[src/rtl/l1_tl_c_arbiter.sv]
// l1_tl_c_arbiter: shares the dcache TileLink C channel between the probe responder (bit 0) and the writeback unit (bit 1).
// Latency: zero-cycle combinational valid/ready/field mux; the HOLD/BURST lock registers on the stalling/accepting edge.
// Backpressure: c_ready_i feeds only the owner's ready; a stalled or multi-beat message keeps the grant until its last beat.
// Build option: define L1_C_ARB_RR_EN for round-robin tie-breaking in IDLE (default build uses fixed probe priority).
module l1_tl_c_arbiter #(
    parameter int MAX_SIZE = 6
) (
    input  logic        clk,
    input  logic        rst_n,

    input  logic        p_valid_i,
    output logic        p_ready_o,
    input  logic [2:0]  p_opcode_i,
    input  logic [2:0]  p_param_i,
    input  logic [3:0]  p_size_i,
    input  logic [3:0]  p_source_i,
    input  logic [63:0] p_address_i,
    input  logic [63:0] p_data_i,
    input  logic        p_corrupt_i,

    input  logic        r_valid_i,
    output logic        r_ready_o,
    input  logic [2:0]  r_opcode_i,
    input  logic [2:0]  r_param_i,
    input  logic [3:0]  r_size_i,
    input  logic [3:0]  r_source_i,
    input  logic [63:0] r_address_i,
    input  logic [63:0] r_data_i,
    input  logic        r_corrupt_i,

    output logic        c_valid_o,
    input  logic        c_ready_i,
    output logic [2:0]  c_opcode_o,
    output logic [2:0]  c_param_o,
    output logic [3:0]  c_size_o,
    output logic [3:0]  c_source_o,
    output logic [63:0] c_address_o,
    output logic [63:0] c_data_o,
    output logic        c_corrupt_o,

    output logic [1:0]  grant_o,
    output logic        busy_o
);

    typedef struct packed {
        logic [2:0]  opcode;
        logic [2:0]  param;
        logic [3:0]  size;
        logic [3:0]  source;
        logic [63:0] address;
        logic [63:0] data;
        logic        corrupt;
    } c_msg_t;

    typedef enum logic [1:0] {
        ST_IDLE  = 2'd0,
        ST_HOLD  = 2'd1,
        ST_BURST = 2'd2
    } state_t;

    state_t     r_state;
    state_t     w_state_nxt;
    logic       r_owner;
    logic       w_owner_nxt;
    logic [2:0] r_beats_left;
    logic [2:0] w_beats_left_nxt;

    c_msg_t     w_p_msg;
    c_msg_t     w_r_msg;
    c_msg_t     w_sel_msg;
    c_msg_t     w_out_msg;
    logic       w_sel;       // 0 = probe responder, 1 = writeback unit
    logic       w_sel_vld;
    logic       w_fire;
    logic       w_done;      // final beat of a message accepted this cycle
    logic [3:0] w_beats;
    logic [1:0] w_grant;

`ifdef L1_C_ARB_RR_EN
    logic       r_rr_last;   // last completed owner; the other side wins the next tie
`endif

    // Beats in a message, judged from its first beat. The bus carries 8 bytes per beat,
    // so sizes above MAX_SIZE clamp and MAX_SIZE must stay at or below 6 (8 beats).
    function automatic logic [3:0] beat_count(input logic [2:0] opcode, input logic [3:0] size);
        logic [3:0] eff;
        beat_count = 4'd1;
        eff        = (size > 4'(MAX_SIZE)) ? 4'(MAX_SIZE) : size;
        if (opcode[0] && (size > 4'd3)) begin
            beat_count = 4'd1 << (eff - 4'd3);
        end
    endfunction

    assign w_p_msg = {p_opcode_i, p_param_i, p_size_i, p_source_i, p_address_i, p_data_i, p_corrupt_i};
    assign w_r_msg = {r_opcode_i, r_param_i, r_size_i, r_source_i, r_address_i, r_data_i, r_corrupt_i};

    // Owner selection: locked owner in HOLD/BURST, otherwise arbitrate on the live valids.
    always_comb begin
        w_sel = 1'b0;
        if (r_state != ST_IDLE) begin
            w_sel = r_owner;
        end else if (p_valid_i && r_valid_i) begin
`ifdef L1_C_ARB_RR_EN
            w_sel = ~r_rr_last;
`else
            w_sel = 1'b0;
`endif
        end else begin
            w_sel = r_valid_i;
        end
    end

    assign w_sel_vld = w_sel ? r_valid_i : p_valid_i;
    assign w_sel_msg = w_sel ? w_r_msg : w_p_msg;
    assign w_fire    = w_sel_vld & c_ready_i;
    assign w_beats   = beat_count(w_sel_msg.opcode, w_sel_msg.size);
    // A locked owner keeps its grant even while its valid is low mid-burst.
    assign w_grant   = ((r_state != ST_IDLE) || w_sel_vld) ? {w_sel, ~w_sel} : 2'b00;

    // Next-state: lock on a stall or on an accepted first beat of a multi-beat message.
    always_comb begin
        w_state_nxt      = r_state;
        w_owner_nxt      = r_owner;
        w_beats_left_nxt = r_beats_left;
        w_done           = 1'b0;
        case (r_state)
            ST_IDLE, ST_HOLD: begin
                if (w_fire) begin
                    if (w_beats > 4'd1) begin
                        w_state_nxt      = ST_BURST;
                        w_owner_nxt      = w_sel;
                        w_beats_left_nxt = 3'(w_beats - 4'd1);
                    end else begin
                        w_state_nxt = ST_IDLE;
                        w_done      = 1'b1;
                    end
                end else if (w_sel_vld) begin
                    w_state_nxt = ST_HOLD;
                    w_owner_nxt = w_sel;
                end
            end
            ST_BURST: begin
                if (w_fire) begin
                    w_beats_left_nxt = r_beats_left - 3'd1;
                    if (r_beats_left == 3'd1) begin
                        w_state_nxt = ST_IDLE;
                        w_done      = 1'b1;
                    end
                end
            end
            default: begin
                w_state_nxt = ST_IDLE;
            end
        endcase
    end

    // State, owner and remaining-beat registers; reset abandons any burst.
    always_ff @(posedge clk) begin
        if (!rst_n) begin
            r_state      <= ST_IDLE;
            r_owner      <= 1'b0;
            r_beats_left <= 3'd0;
        end else begin
            r_state      <= w_state_nxt;
            r_owner      <= w_owner_nxt;
            r_beats_left <= w_beats_left_nxt;
        end
    end

`ifdef L1_C_ARB_RR_EN
    // Round-robin pointer follows the owner of each completed message; starts on writeback.
    always_ff @(posedge clk) begin
        if (!rst_n) begin
            r_rr_last <= 1'b1;
        end else if (w_done) begin
            r_rr_last <= w_sel;
        end
    end
`endif

    // Everything visible is forced low while reset is held.
    assign w_out_msg   = rst_n ? w_sel_msg : '0;
    assign c_valid_o   = rst_n & w_sel_vld;
    assign grant_o     = rst_n ? w_grant : 2'b00;
    assign p_ready_o   = rst_n & w_grant[0] & c_ready_i;
    assign r_ready_o   = rst_n & w_grant[1] & c_ready_i;
    assign busy_o      = rst_n & (r_state != ST_IDLE);

    assign c_opcode_o  = w_out_msg.opcode;
    assign c_param_o   = w_out_msg.param;
    assign c_size_o    = w_out_msg.size;
    assign c_source_o  = w_out_msg.source;
    assign c_address_o = w_out_msg.address;
    assign c_data_o    = w_out_msg.data;
    assign c_corrupt_o = w_out_msg.corrupt;

endmodule

[config.mk]
export PLATFORM = sky130hd
export DESIGN_NAME = l1_tl_c_arbiter
export DESIGN_NICKNAME = d
export VERILOG_FILES = /design/src/rtl/l1_tl_c_arbiter.sv
export SDC_FILE = /design/constraint.sdc
export NUM_CORES = 1
export LEC_CHECK = 0
export ABC_AREA = 0
export CORE_AREA = 5 5 166 168
export DETAILED_ROUTE_END_ITERATION = 12
export DIE_AREA = 0 0 171 173
export SKIP_CTS_REPAIR_TIMING = 1
export SLEW_MARGIN = 40
export SYNTH_ARGS = -nofsm -noshare
export SYNTH_HDL_FRONTEND = slang
export SYNTH_SLANG_ARGS = --single-unit
[constraint.sdc]
create_clock -name clk -period 3.34 [get_ports clk]
set_input_delay 0.334 -clock clk [delete_from_list [all_inputs] [get_ports clk]]
set_output_delay 0.334 -clock clk [all_outputs]
set_load 0.01 [all_outputs]
==> results of run 1 <==
-- worst max path at each step --
stage	end	cells past startpoint
after CTS	c_data_o[47]	10
final	r_beats_left[1]	16
after global placement	r_beats_left[1]	16
after global routing	r_beats_left[1]	16
after floorplan	r_beats_left[1]	17
after detailed placement	r_beats_left[1]	16
-- stage by stage --
step | hold slack [ps] | power, mW
floorplan | 465.6 | 0.5758
global placement | 487.6 | 1.346
detailed placement | 499.1 | 1.347
CTS | 503.6 | 1.554
global route | 534.3 | 1.687
finish | 500.9 | 1.566
-- state kept, by name, summed over array words and instances (netlist names) --
name,cells
r_owner,1
r_state,2
r_beats_left,3
-- layout make-up --
cell class	count	area [um^2]
multi-input cells	506	2809
fillers	2733	17610
well taps	335	419.2
repair buffers	472	4698
clock buffers	3	75.07
flip-flops and latches	6	121.4
inverters	7	26.28
-- critical path, stage by stage, from the launching register on --
cell and delay [ps]:
dfxtp_2 310, or4b_4 550, buf_6 150, nand2_8 70
or3_1 100, o31a_1 180, ha_4 230, nor2_4 100
a41oi_2 120, mux2_4 300, inv_2 70, ha_4 120
nor2_2 30, or2_4 250, o31ai_4 300, nand2_1 90
o211a_1 130
-- report_power, final --
| group | internal [mW] | leakage, nW | switching [mW] |
|---|---|---|---|
| clock | 0.154 | 0.0370 | 0.0415 |
| combinational | 0.759 | 3.09 | 0.528 |
| sequential | 0.0798 | 0.0493 | 0.00482 |
-- layer usage --
layer / vias up / wire, um
li1: 2718 / -
met1: 2325 / 7764
met2: 219 / 10150
met3: 28 / 1400
met4: 0 / 421
met5: - / 0
-- synthesized netlist by cell type (all sizes together), types with 2 or more instances --
master / count
inv: 7
ha: 5
a41oi: 2
nand3: 3
a21boi: 144
o21ai: 6
o211ai: 3
dfxtp: 6
nand2: 297
mux2: 2
o211a: 2
nor2: 7
nor4: 2
or2: 3
nor2b: 4
clkbuf: 25
nand2b: 3
a21oi: 2
nor3b: 2
mux2i: 2
buf: 25
o31ai: 2
-- cell families (layout without fill, tap and decap cells) --
| kind of cell | count (synthesis) | count (layout) | share of synthesized area (%) |
|---|---|---|---|
| AOI/OAI and AO/OA | 168 | 168 | 40.93 |
| buffers and inverters | 57 | 482 | 9.168 |
| xor gates and xnor gates | 1 | 1 | 0.2815 |
| muxes | 4 | 4 | 1.367 |
| adders and majority gates | 5 | 5 | 2.010 |
| DFF | 6 | 6 | 3.860 |
| and+or+nand+nor | 328 | 328 | 42.38 |
==> impl_metrics.py, run 1 <==
metrics = {
    "grt": {
        "grt_util_all_layers_pct": 11.90,
        "grt_pass1_vias": 5225,
        "grt_util_met1_pct": 13.94,
        "pin_count_of_the_biggest_net_entering_global_routing": 157,
        "met3_usage_pct": 2.055,
        "met2_capacity_usage_during_global_routing_pct": 22.21,
        "grt_overflow": 0,
        "grt_busiest_layer": "met2",
        "grt_antenna_before_repair": 0,
        "grt_pass1_wl_um": 29000,
    },
    "synthesis": {
        "post_synth_num_cell_types": 43,
        "synthTopCellsByArea": "nand2_1 (36%), a21boi_0 (34%), dfxtp_1 (3.9%), buf_4 (3.9%), clkbuf_1 (3.0%)",
        "synth_cells": 569,
        "synth-edff-count": 0,
        "synth_seq_cells": 6,
        "postSynth.asyncResetShare_pct": 0,
        "seq_area_frac_synth_pct": 3.860,
        "yosys.area.top_type_share_pct": 35.83,
        "total_standard_cell_area_after_synthesis_um2": 3112,
        "synth_top_area_cell": "nand2_1",
        "synth.yosys.warnings": 0,
        "synth_top_flop_cell": "dfxtp_1",
        "synth.avg_cell_area_um2": 5.469,
        "synthesis.nets": 865,
    },
    "critical_path": {
        "crit_arrival_ps": 3350,
        "rr_startpoint": "r_state[0]",
        "timing.critical_path.fanout_max": 5,
        "worst_setup_path_start_kind": "register",
        "critPathLaunch": "r_state[0]",
        "worstRegToRegCells": 16,
        "criticalPathCategory": "reg -> reg",
        "critPathRequiredTime_ps": 3460,
        "worst_setup_path_end_kind": "register",
        "worst_r2r_endpoint": "r_beats_left[1]",
        "worst-r2r-setup-slack_ps": 100,
    },
    "cells_and_area": {
        "antenna_cells": 0,
        "final_cell_mix": "clkdlybuf4s50_1 (435), nand2_1 (296), a21boi_0 (140)",
        "post_layout_nonfiller_instances": 1329,
        "layout-area-overhead-vs-synth_pct": 161.9,
        "finalCoreUtilization_pct": 31.63,
        "post_route_cells_drive_above_1_share_pct": 6.137,
        "final_net_count": 1292,
        "layout.cell_area.non_filler_um2": 8149,
        "layout.cells.most_common": "clkdlybuf4s50_1",
    },
    "timing": {
        "final_hold_viol_count": 0,
        "drv_slew": 0,
        "timing.max_slew.rel_slack_pct": 53.90,
        "finalSetupViolCount": 0,
        "layout_worst_path_cycle_share_pct": 96.86,
        "setup_slack_of_the_critical_path_after_layout_ps": 105.0,
        "max_freq_mhz": 309.1,
        "finalSetupTns_ps": 0,
        "min_period_ps": 3235,
        "timing.clock.skew_ps": 2.937,
        "worst-slew-pin-transition_ps": 691.4,
    },
    "clock_tree": {
        "clk_root_buffer_cell": "clkbuf_16",
        "tritoncts": "built",
        "worst_skew_pair.late_latency_ps": 230,
        "tritoncts_num_sinks": 6,
        "cts_max_level": 1,
        "clk_pin_slew_ps": 40,
        "deepest_clock_path_buffer_count": 2,
        "cts-buffers-inserted": 3,
    },
    "power": {
        "cellLeakagePower_nw": 3.174,
        "vdd.ir_drop.worst_mv": 0.1775,
        "power_per_cell_area_nw_per_um2": 192.2,
    },
    "routing": {
        "detail_route.vias_per_cell": 3.980,
        "routed_wire_length_per_instance_um": 14.85,
        "vias": 5290,
        "drc": 0,
        "postRouteAntennaNets": 0,
        "drt_first_pass_iters": 4,
        "wirelength_um": 19730,
        "drt-initial-drc-count": 227,
    },
    "placement": {
        "placedCellCount": 1323,
        "hpwlAfterDp_um": 16050,
        "placed_area_um2": 7949,
        "numPortBuffers": 439,
        "placement_setup_slack_ps": -441.2,
        "globalplace.congestion": 0.8120,
    },
    "min_path": {
        "hold_crit_class": "reg -> reg",
        "min_path_cells": 2,
        "hold_path_end": "r_beats_left[0]",
        "hold_crit_start": "r_beats_left[0]",
    },
    "floorplanning": {
        "dieHeight_um": 173,
        "die_w_um": 171,
        "io_pins": 440,
        "core-area_um2": 25760,
        "floorplan.rows": 59,
        "die-area_um2": 29580,
        "initial_core_utilization_pct": 12.08,
    },
    "outcome": {
        "outcome": "complete, no violations",
    },
    "flow_run": {
        "timing.max_cap.violations": 0,
    },
}
No activity file was read; power rests on OpenSTA's default activity.
==> run 2: changes to the inputs <==
CAP_MARGIN = 20   (was default)
clock period = 3.5 ns   (was 3.34 ns; I/O delays follow)
==> run 2 against run 1 <==
Compared with the run above:
- die area unchanged
- combinational power decreased by 5%
- clock power is 6% lower
- first-iteration DRC count shrank 20%
- count of clock-buffer cells in the layout is the same
- sequential share of layout area about the same
- sequential power fell by 4.1%
- final cell count grew 0.38%
- via count is 0.30% higher
- global-route usage up 1.1 points
- non-clock buffer count grew 5
- largest power group unchanged
- highest routed layer unchanged
==> impl_metrics.py, run 2 (synthesis results as in run 1) <==
metrics = {
    "cells_and_area": {
        "post_layout_nonfiller_instances": 1334,
        "num-fill-cells": 2787,
        "layout-area-overhead-vs-synth_pct": 161.4,
        "largest_register_ff_count": 3,
        "antenna_cells": 0,
        "final_net_count": 1297,
        "post_route_cells_drive_above_1_share_pct": 6.306,
        "final_cell_mix": "clkdlybuf4s50_1 (436), nand2_1 (296), a21boi_0 (140)",
        "layout.cell_area.non_filler_um2": 8134,
        "layout_top_registers": "r_beats_left x3, r_state x2, r_owner x1",
        "layout.cells.most_common": "clkdlybuf4s50_1",
        "largest-register": "r_beats_left",
    },
    "timing": {
        "final_hold_viol_count": 0,
        "drv_slew": 0,
        "timing.clock.skew_ps": 0.1836,
        "layout_worst_path_cycle_share_pct": 95.94,
        "finalSetupTns_ps": 0,
        "max_freq_mhz": 297.8,
        "timing.hold.ws_ps": 512.4,
        "min_period_ps": 3358,
        "timing.max_slew.rel_slack_pct": 58.29,
        "finalSetupViolCount": 0,
        "setup_repair_after_global_routing_missed_its_margin": "false",
        "worst-slew-pin-transition_ps": 625.7,
    },
    "placement": {
        "hpwlAfterDp_um": 17440,
        "numPortBuffers": 439,
        "placedCellCount": 1329,
        "placed_area_um2": 7971,
        "globalplace.congestion": 0.8161,
    },
    "clock_tree": {
        "worst_skew_pair.late_latency_ps": 220,
        "deepest_clock_path_buffer_count": 2,
        "clk_pin_slew_ps": 30,
        "tritoncts": "built",
        "cts_max_level": 1,
        "clk_root_buffer_cell": "clkbuf_16",
        "cts-buffers-inserted": 3,
        "tritoncts_num_sinks": 6,
    },
    "outcome": {
        "outcome": "complete, no violations",
    },
    "critical_path": {
        "rr_startpoint": "r_state[1]",
        "criticalPathCategory": "reg -> reg",
        "slowest_delay_ps": 580,
        "critical_path.cell_chain": "or4b_4 > and4_1 > a41oi_2 > inv_1 > ha_4 > nor2_4 > a41oi_2 > mux2_4 > inv_1 > ha_2 > nor2_2 > or2_2 > o31ai_2 > buf_4 > nand2_1 > o211a_1",
        "critPathLaunch": "r_state[1]",
        "worst_setup_path_end_kind": "register",
        "worst_setup_path_start_kind": "register",
        "cpMaxStageDelayCell": "or4b_4",
        "crit_arrival_ps": 3470,
        "critPathRequiredTime_ps": 3610,
        "timing.critical_path.fanout_max": 5,
    },
    "grt": {
        "grt_pass1_vias": 5289,
        "pin_count_of_the_biggest_net_entering_global_routing": 85,
        "grt_util_all_layers_pct": 13.03,
        "grt_overflow": 0,
        "grt_antenna_before_repair": 0,
        "grt_pass1_wl_um": 31130,
    },
    "power": {
        "cellLeakagePower_nw": 3.185,
        "share_clk_of_total_power_pct": 12.3,
        "p_comb_share_pct": 82.3,
        "switching_power_mw": 0.5508,
        "switching_share_pct": 36.95,
        "power_per_cell_area_nw_per_um2": 183.3,
        "power_report.internal_total_mw": 0.9400,
        "vdd.ir_drop.worst_mv": 0.1087,
        "share_seq_of_total_power_pct": 5.4,
    },
    "flow_run": {
        "timing.max_cap.violations": 0,
    },
    "routing": {
        "vias": 5306,
        "drt-initial-drc-count": 182,
        "drt_first_pass_iters": 4,
        "detail_route.vias_per_cell": 3.978,
        "wirelength_um": 21390,
        "routed_wire_length_per_instance_um": 16.04,
        "drc": 0,
        "postRouteAntennaNets": 0,
    },
    "min_path": {
        "hold_crit_class": "reg -> reg",
        "hold_crit_start": "r_beats_left[0]",
    },
    "floorplanning": {
        "dieHeight_um": 173,
        "die-area_um2": 29580,
        "floorplan.rows": 59,
        "core-area_um2": 25760,
        "io_pins": 440,
        "die_w_um": 171,
        "initial_core_utilization_pct": 12.08,
    },
}
run 2: changes by cell type in the layout (fill, tap and decap cells not counted), sizes merged:
cell | previous run | this run
clkdlybuf4s50 | 435 | 436
buf | 35 | 39
run 2: layer usage:
metal  track usage [%]  part of all wire (%)  vias to the layer above
li1                  -                     -                     2726
met1             14.59                    38                     2367
met2             25.66                    54                      197
met3             2.352                   6.8                       16
met4             1.915                   1.1                        0
met5                 0                     0                        -
run 2: cell type report:
class,count,area [um^2],share of cell area (%)
Clock buffer,3,75.07,0.9229
Inverter,7,26.28,0.3230
Multi-Input combinational cell,506,2779,34.16
Sequential cell,6,120.1,1.477
Tap cell,335,419.2,5.153
Timing Repair Buffer,477,4715,57.96
run 2: final timing paths:
check / depth (start not counted) / slack [ps] / endpoint
worst max-delay path: 16 / 140 / r_beats_left[1]
worst min-delay path: 2 / 510 / r_beats_left[0]
worst max register to register: 16 / 140 / r_beats_left[1]
worst min register to register: 2 / 510 / r_beats_left[0]
run 2: critical path: cells and delay by family, from the launching register on:
family	cells	cell delay, ps
muxes	1	280
AOI/OAI and AO/OA	4	650
adders and majority gates	2	400
buffers and inverters	3	340
DFF	1	310
and+or+nand+nor	6	1260
run 2: power by group through the flow:
stage	clock network, mW	registers, mW	logic (mW)
floorplan	0	0.0812	0.464
global placement	0	0.0817	1.22
detailed placement	0	0.0818	1.22
CTS	0.186	0.0810	1.23
global route	0.192	0.0819	1.33
finish	0.183	0.0811	1.23
run 2: stage by stage:
step	util, %	worst slack, ps	power [mW]
floorplan	-	92.83	0.5456
global placement	30.94	-310.3	1.299
detailed placement	30.94	-389.8	1.300
CTS	31.23	-156.0	1.493
global route	31.57	23.63	1.604
finish	31.57	142.2	1.491
==> run 3: changes to the inputs <==
CAP_MARGIN = default   (was 20)
SLEW_MARGIN = 20   (was 40)
==> results of run 3 <==
No change in the layout: final DEF, timing and power equal those of run 2.
